[src/rtl/fifo_wr_arbiter.sv]
// Round-robin arbiter sharing one synchronous FIFO write port among NUM_REQ
// valid/ready producers, granting one producer at a time for up to MAX_BURST beats.
module fifo_wr_arbiter #(
    parameter int NUM_REQ    = 4,
    parameter int DATA_WIDTH = 32,
    parameter int MAX_BURST  = 4
) (
    input  logic                          clk,
    input  logic                          rst_n,
    input  logic [NUM_REQ-1:0]            req_valid,
    input  logic [NUM_REQ*DATA_WIDTH-1:0] req_data,
    output logic [NUM_REQ-1:0]            req_ready,
    input  logic                          fifo_full,
    output logic                          fifo_cs,
    output logic                          fifo_wr_en,
    output logic [DATA_WIDTH-1:0]         fifo_data,
    output logic [((NUM_REQ > 1) ? $clog2(NUM_REQ) : 1)-1:0] grant_id,
    output logic                          busy
);

    localparam int ID_W = (NUM_REQ > 1) ? $clog2(NUM_REQ) : 1;
    localparam int BC_W = (MAX_BURST > 1) ? $clog2(MAX_BURST) : 1;

    localparam logic [0:0]      ST_IDLE  = 1'b0;
    localparam logic [0:0]      ST_GRANT = 1'b1;
    localparam logic [ID_W-1:0] LAST_RST = ID_W'(NUM_REQ - 1);
    localparam logic [BC_W-1:0] BC_LAST  = BC_W'(MAX_BURST - 1);

    // First valid producer after 'last', wrapping NUM_REQ-1 -> 0.
    function automatic logic [ID_W-1:0] rr_pick(input logic [NUM_REQ-1:0] valid,
                                                input logic [ID_W-1:0]    last);
        logic [ID_W-1:0] pick;
        logic            found;
        int              idx;
        pick  = '0;
        found = 1'b0;
        for (int i = 1; i <= NUM_REQ; i++) begin
            idx = (int'(last) + i) % NUM_REQ;
            if (!found && valid[idx]) begin
                found = 1'b1;
                pick  = ID_W'(idx);
            end else begin
                found = found;
            end
        end
        return pick;
    endfunction

    logic [0:0]         state_q, state_d;
    logic [ID_W-1:0]    grant_id_q, grant_id_d;
    logic [ID_W-1:0]    last_id_q, last_id_d;
    logic [BC_W-1:0]    beat_cnt_q, beat_cnt_d;
    logic               gnt_valid_s;
    logic               xfer_s;
    logic [NUM_REQ-1:0] ready_s;

    assign gnt_valid_s = req_valid[grant_id_q];

    // Next-state, arbitration and handshake logic.
    always_comb begin
        state_d    = state_q;
        grant_id_d = grant_id_q;
        last_id_d  = last_id_q;
        beat_cnt_d = beat_cnt_q;
        xfer_s     = 1'b0;
        ready_s    = '0;
        case (state_q)
            ST_IDLE: begin
                if (|req_valid) begin
                    grant_id_d = rr_pick(req_valid, last_id_q);
                    beat_cnt_d = '0;
                    state_d    = ST_GRANT;
                end else begin
                    state_d = ST_IDLE;
                end
            end
            ST_GRANT: begin
                xfer_s              = gnt_valid_s & ~fifo_full;
                ready_s[grant_id_q] = xfer_s;
                if (!gnt_valid_s) begin
                    state_d   = ST_IDLE;
                    last_id_d = grant_id_q;
                end else if (xfer_s) begin
                    if (beat_cnt_q == BC_LAST) begin
                        state_d    = ST_IDLE;
                        last_id_d  = grant_id_q;
                        beat_cnt_d = '0;
                    end else begin
                        beat_cnt_d = beat_cnt_q + BC_W'(1);
                    end
                end else begin
                    // full stall: hold grant and beat count
                    beat_cnt_d = beat_cnt_q;
                end
            end
            default: begin
                state_d = ST_IDLE;
            end
        endcase
    end

    // State registers with asynchronous reset; producer 0 wins first.
    always_ff @(posedge clk or negedge rst_n) begin
        if (!rst_n) begin
            state_q    <= ST_IDLE;
            grant_id_q <= '0;
            last_id_q  <= LAST_RST;
            beat_cnt_q <= '0;
        end else begin
            state_q    <= state_d;
            grant_id_q <= grant_id_d;
            last_id_q  <= last_id_d;
            beat_cnt_q <= beat_cnt_d;
        end
    end

    assign busy       = (state_q == ST_GRANT);
    assign fifo_cs    = (state_q == ST_GRANT);
    assign fifo_wr_en = xfer_s;
    assign req_ready  = ready_s;
    assign grant_id   = grant_id_q;
    assign fifo_data  = req_data[int'(grant_id_q) * DATA_WIDTH +: DATA_WIDTH];

endmodule

[config.mk]
export PLATFORM = sky130hd
export DESIGN_NAME = fifo_wr_arbiter
export DESIGN_NICKNAME = d
export VERILOG_FILES = /design/src/rtl/fifo_wr_arbiter.sv
export SDC_FILE = /design/constraint.sdc
export NUM_CORES = 1
export LEC_CHECK = 0
export ABC_AREA = 1
export BUFFER_PORTS_ARGS = -buffer_cell sky130_fd_sc_hd__buf_2
export CAP_MARGIN = 10
export CORE_MARGIN = 3
export CORE_UTILIZATION = 32
export CTS_BUF_LIST = sky130_fd_sc_hd__clkbuf_2
export DETAILED_ROUTE_END_ITERATION = 10
export PLACE_DENSITY = 0.95
export SYNTH_ARGS = -nofsm -noshare
export SYNTH_HDL_FRONTEND = slang
export SYNTH_SLANG_ARGS = --single-unit
export TNS_END_PERCENT = 5
[constraint.sdc]
create_clock -name clk -period 2 [get_ports clk]
set_clock_uncertainty 0.2 [all_clocks]
set_input_delay 0.3 -clock clk [delete_from_list [all_inputs] [get_ports clk]]
set_output_delay 0.3 -clock clk [all_outputs]
set_load 0.01 [all_outputs]
# --- Word level (Yosys, flattened, before mapping) ---
# Index checks and enable logic that the tools add are counted.
op_classes:
  addsub: 5
  multipliers: 0
  n_div: 0
  magnitude_cmp: 6
  n_eq_ne: 6
  shift: 1
  mux: 44
  bitwise_logic: 8
  reduce_logical: 15
ops:
  columns: ["operator", "count"]
  rows:
  - ["$shiftx A128 B8 Y32", 1]
  - ["$mux W1", 24]
  - ["$mux W2", 11]
  - ["$lt A3 B4 Y1 const B", 4]
  - ["$bmux W1 S2", 5]
  - ["$ne A2 B1 Y1 const B", 4]
  - ["$reduce_or A2 Y1", 4]
  - ["$add A2 B1 Y2 const B", 3]
  - ["$reduce_and A3 Y1", 2]
  - ["$add A2 B2 Y2 const B", 2]
  - ["$and A1 B1 Y1 const A", 4]
  - ["$and A4 B4 Y4", 1]
  - ["$logic_and A1 B1 Y1", 4]
  - ["$mux W4", 1]
  - ["$pmux W2 S2", 1]
  - ["$reduce_or A4 Y1", 1]
  - ["$logic_not A1 Y1", 3]
  - ["$lt A2 B3 Y1 const B", 1]
  - ["$demux W1 S2", 1]
  - ["$eq A2 B2 Y1 const B", 1]
  - ["$ge A2 B1 Y1 const B", 1]
  - ["$ne A2 B2 Y1 const B", 1]
  - ["$not A1 Y1", 2]
  - ["$pmux W1 S2", 1]
  - ["2 further kinds", 2]
totals:
  regBits: 7
  latchBits: 0
  ramBits: 0
  rom_bits: 0
  in_bits: 135
  out_inout_bits: 41
  word_cells: 89
  memories: 0

# --- Longest topological paths before layout ---
logic_depth:
  ltp_word: 22
  ltp_mapped: 12
  depth_no_buf: 11

# --- Least setup slack after synthesis ---
# OpenSTA, ideal clock, no wires.
synth_path:
  path_type: "reg2out"
  startpoint: "register grant_id_q[0] (netlist: grant_id[0])"
  endpoint: "output req_ready[0]"
  arrival_time_ns: 1.383
  required_ns: 1.500
  slack_ns: 0.117
  path_stages_with_launch: 7
  n_path_buf: 0
  path_cell_list: "dfrtp_1 > inv_1 > nor2_2 > nand2_1 > o2111ai_2 > nand3_2 > nor3_1"
synth_via:
  elab_chain_cells: 6
  elab_cells_between_ends: 10
  classes_between: "order compare: 2; mux: 5; bitwise: 2; reduce/logical: 1"
synth_lines:
  columns: ["element", "line_no", "rtl"]
  rows:
  - ["start: declaration", "50", "logic [ID_W-1:0] grant_id_q, grant_id_d;"]
  - ["start signal: assignment", "111", "grant_id_q <= grant_id_d;"]
  - ["$lt A2 B3 Y1 (not written as such) or $ge A2 B1 Y1 (tied branches)", "79", "ready_s[grant_id_q] = xfer_s;"]
  - ["$logic_and A1 B1 Y1 (not written as such)", "79", null]
  - ["$mux W1 (not written as such)", "79", null]
  - ["$demux W1 S2", "79", null]
  - ["$and A4 B4 Y4 (no source line) *", null, null]
  - ["$mux W4 *", "67", "case (state_q)"]
  - ["end: declaration", "12", "output logic [NUM_REQ-1:0] req_ready,"]
# Every way passes the cells marked *; elsewhere a longest branch is shown, timed or not. The select of a mux whose other input is x is not followed.

# --- Final worst setup path ---
layout_path:
  startpoint: "register grant_id_q[0] (netlist: grant_id[0])"
  endpoint: "output req_ready[1]"
# The elaborated chain is that of the path after synthesis.

==> reports/metrics.csv <==
metric,value,unit
finalPower,3.18,mW
max_stage_delay,490,ps
grt_busiest_layer,met2,
detailroute.via_count,2302,
slew_violations,0,
drcViolationCount,0,
drtIter0Drc,119,
min_period_over_period,105,%
io_buffers,175,
clock-root-buffer,clkbuf_2,
syn_avg_cell_area,5.74,sq um
critPathMaxFanout,8,
slowest_stage,dfrtp_2,
grtUsageMet3,5.35,%
drive_gt1_share,53.4,%
p_clk_share,3.6,%
htree_levels,1,
cp_num_buf_inv,2,
vias_per_cell,5.20,
initial_core_util,33.8,%
area_delta_synth_final,83.5,%
wire_per_inst,14.2,microns
syn_inst,220,
required,1500,ps
synth_cell_types,22,
powerDensity,1370,nW/um^2
ys_seq_area_share,14.1,%
num-nets-final,532,
power.switching,1.78,mW
io_pins,176,
fp.dieW,68.8,microns
crit_arrival,1610,ps
ys_seq_elements,7,
hold_path_class,input pin to async pin,
ant_nets,0,
p_seq_share,11.4,%
core,3740,sq um
crit_chain,inv_4 > nor2_4 > nand2_2 > o2111ai_2 > nand3_4 > nor3_2 > buf_2,
insertion_delay,250,ps
reg2reg_depth,11,
combPwrFrac,85.0,%
grt_overflow,0,
grtUsageMet2,41.3,%
grt_pass1_vias,1849,
synth_warnings,0,
cts_max_path_buffers,2,
grt_max_degree,33,
dp_cells,435,
fin_hold_ws,237,ps
hold_viol_final,0,
outcome,"finished, violations left",
dp_hpwl,5130,microns
cts.sinks,7,
swShare,55.9,%
die_h,68.8,microns
leakagePower,1.38,nW
end_kind,primary output,
num_antenna_cells,0,
numCtsBuffers,3,
gp_congestion,0.841,
synth_fp_nets,356,
use_met1,29.5,%
grt_setup_unrepaired,yes,
fin_cells,443,
fmax,0.475,GHz
p_int,1.40,mW
cts_tree,done,
placed_cell_area,2190,sq um
failed_checks,setup timing,
r2r_end,grant_id[0],
tightest_slew,257,ps
clkTransAtPathRegs,80,ps
setup_viol,37,
tns,-1010,ps
drv_cap,0,
die-area,4740,sq um
worstSetupPathType,register to primary output,
drt-pass1-iter-count,5,
reg2reg_setup_slack,160,ps
n_fill_cell,349,
setup_slack,-106,ps
drt-total-wl,6300,microns
period_minus_slack,2110,ps
start_kind,register,
rows,22,
vdd_drop_max,0.661,mV
final_core_util,61.9,%
max_slew_margin,82.8,%
grt_pass1_wl,8530,microns
grt_antenna_before_repair,0,
r2r-start,last_id_q[0],
grt_use_total,23.8,%
stdcell_area,2320,sq um
preCtsSetupSlack,84.3,ps
multi_input_area,1050,sq um
syn_area,1260,sq um
final-seq-area,180,sq um
path_delay_family,simple AND/OR/NAND/NOR gates,
==> cells by family after synthesis <==
group / Yosys count / synth area share, %
adders and majority gates: 1 / 0.990
buffers and inverters: 26 / 8.12
and+or+nand+nor: 129 / 43.2
DFF: 7 / 14.1
AOI/OAI and AO/OA: 57 / 33.7
==> cell usage in the layout, fill, tap and decap left out, types with 2 or more instances in the layout <==
master    Yosys  layout
a22oi_2       0       2
dfrtp_1       5       3
nor2_1        3       2
nor3_2        0       3
nand2_1      92      89
buf_4         1       6
inv_2         3       3
nand3_1      21      21
buf_6         0       3
a22oi_1      51      49
nand4_1       3       3
nand2_2       0       3
dfrtp_2       0       2
clkbuf_2      0       4
nand3b_1      2       2
o21ai_1       3       3
buf_2         1     175
inv_1         9       8
dfstp_2       2       2
nor2_4        0       4
==> worst max path at each step <==
stage,from,endpoint,slack (ps),depth (start not counted)
CTS,grant_id[0],fifo_data[2],-30,6
global placement,grant_id[0],fifo_data[2],110,6
detailed placement,grant_id[0],fifo_data[2],80,6
floorplan,grant_id[0],req_ready[0],120,6
finish,grant_id[0],req_ready[1],-110,7
global route,grant_id[0],req_ready[1],-180,7
==> sequential cells by signal, summed over array words and instances (netlist names) <==
register / count
busy: 1
grant_id: 2
last_id_q: 2
beat_cnt_q: 2
==> layer usage <==
layer | vias up | part of all wire, %
li1 | 1132 | -
met1 | 1045 | 38
met2 | 111 | 53
met3 | 14 | 7.0
met4 | 0 | 2.0
met5 | - | 0
==> final cells by class <==
cell class | count | share of cell area [%]
multi-input combinational | 187 | 45.1
timing repair buffer | 185 | 41.6
clock buffer | 4 | 0.863
inverter | 12 | 2.05
sequential | 7 | 7.77
tap | 48 | 2.59
==> synth_stat cells (all sizes together) <==
library cell | instances | area share, %
dfrtp | 5 | 9.9
nand3 | 22 | 9.1
o21a | 1 | 0.59
o2111ai | 1 | 1.2
or2 | 1 | 0.50
o21ai | 4 | 1.6
clkbuf | 12 | 3.6
a22oi | 51 | 30
buf | 2 | 0.99
inv | 12 | 3.6
nand3b | 2 | 1.2
nand4 | 3 | 1.5
dfstp | 2 | 4.2
ha | 1 | 0.99
nor2 | 6 | 2.4
nor3 | 3 | 1.2
nand2 | 92 | 27
==> power groups by stage <==
stage	clock [mW]	combinational, mW	sequential, mW
finish	0.114	2.70	0.363
global route	0.125	2.97	0.373
CTS	0.113	2.67	0.350
detailed placement	0	2.53	0.338
global placement	0	2.47	0.329
floorplan	0	1.62	0.307
==> repair_timing <==
action / 4_1_cts / 5_1_grt
endpoints found under the setup margin: 37 / 38
hold endpoints to repair: 7 / 0
pin swaps: 3 / 0
hold buffers: 1 / 0
setup buffers: 3 / 0
gates resized for setup: 17 / 3
Note: power is estimated with default switching activity, not from simulation.
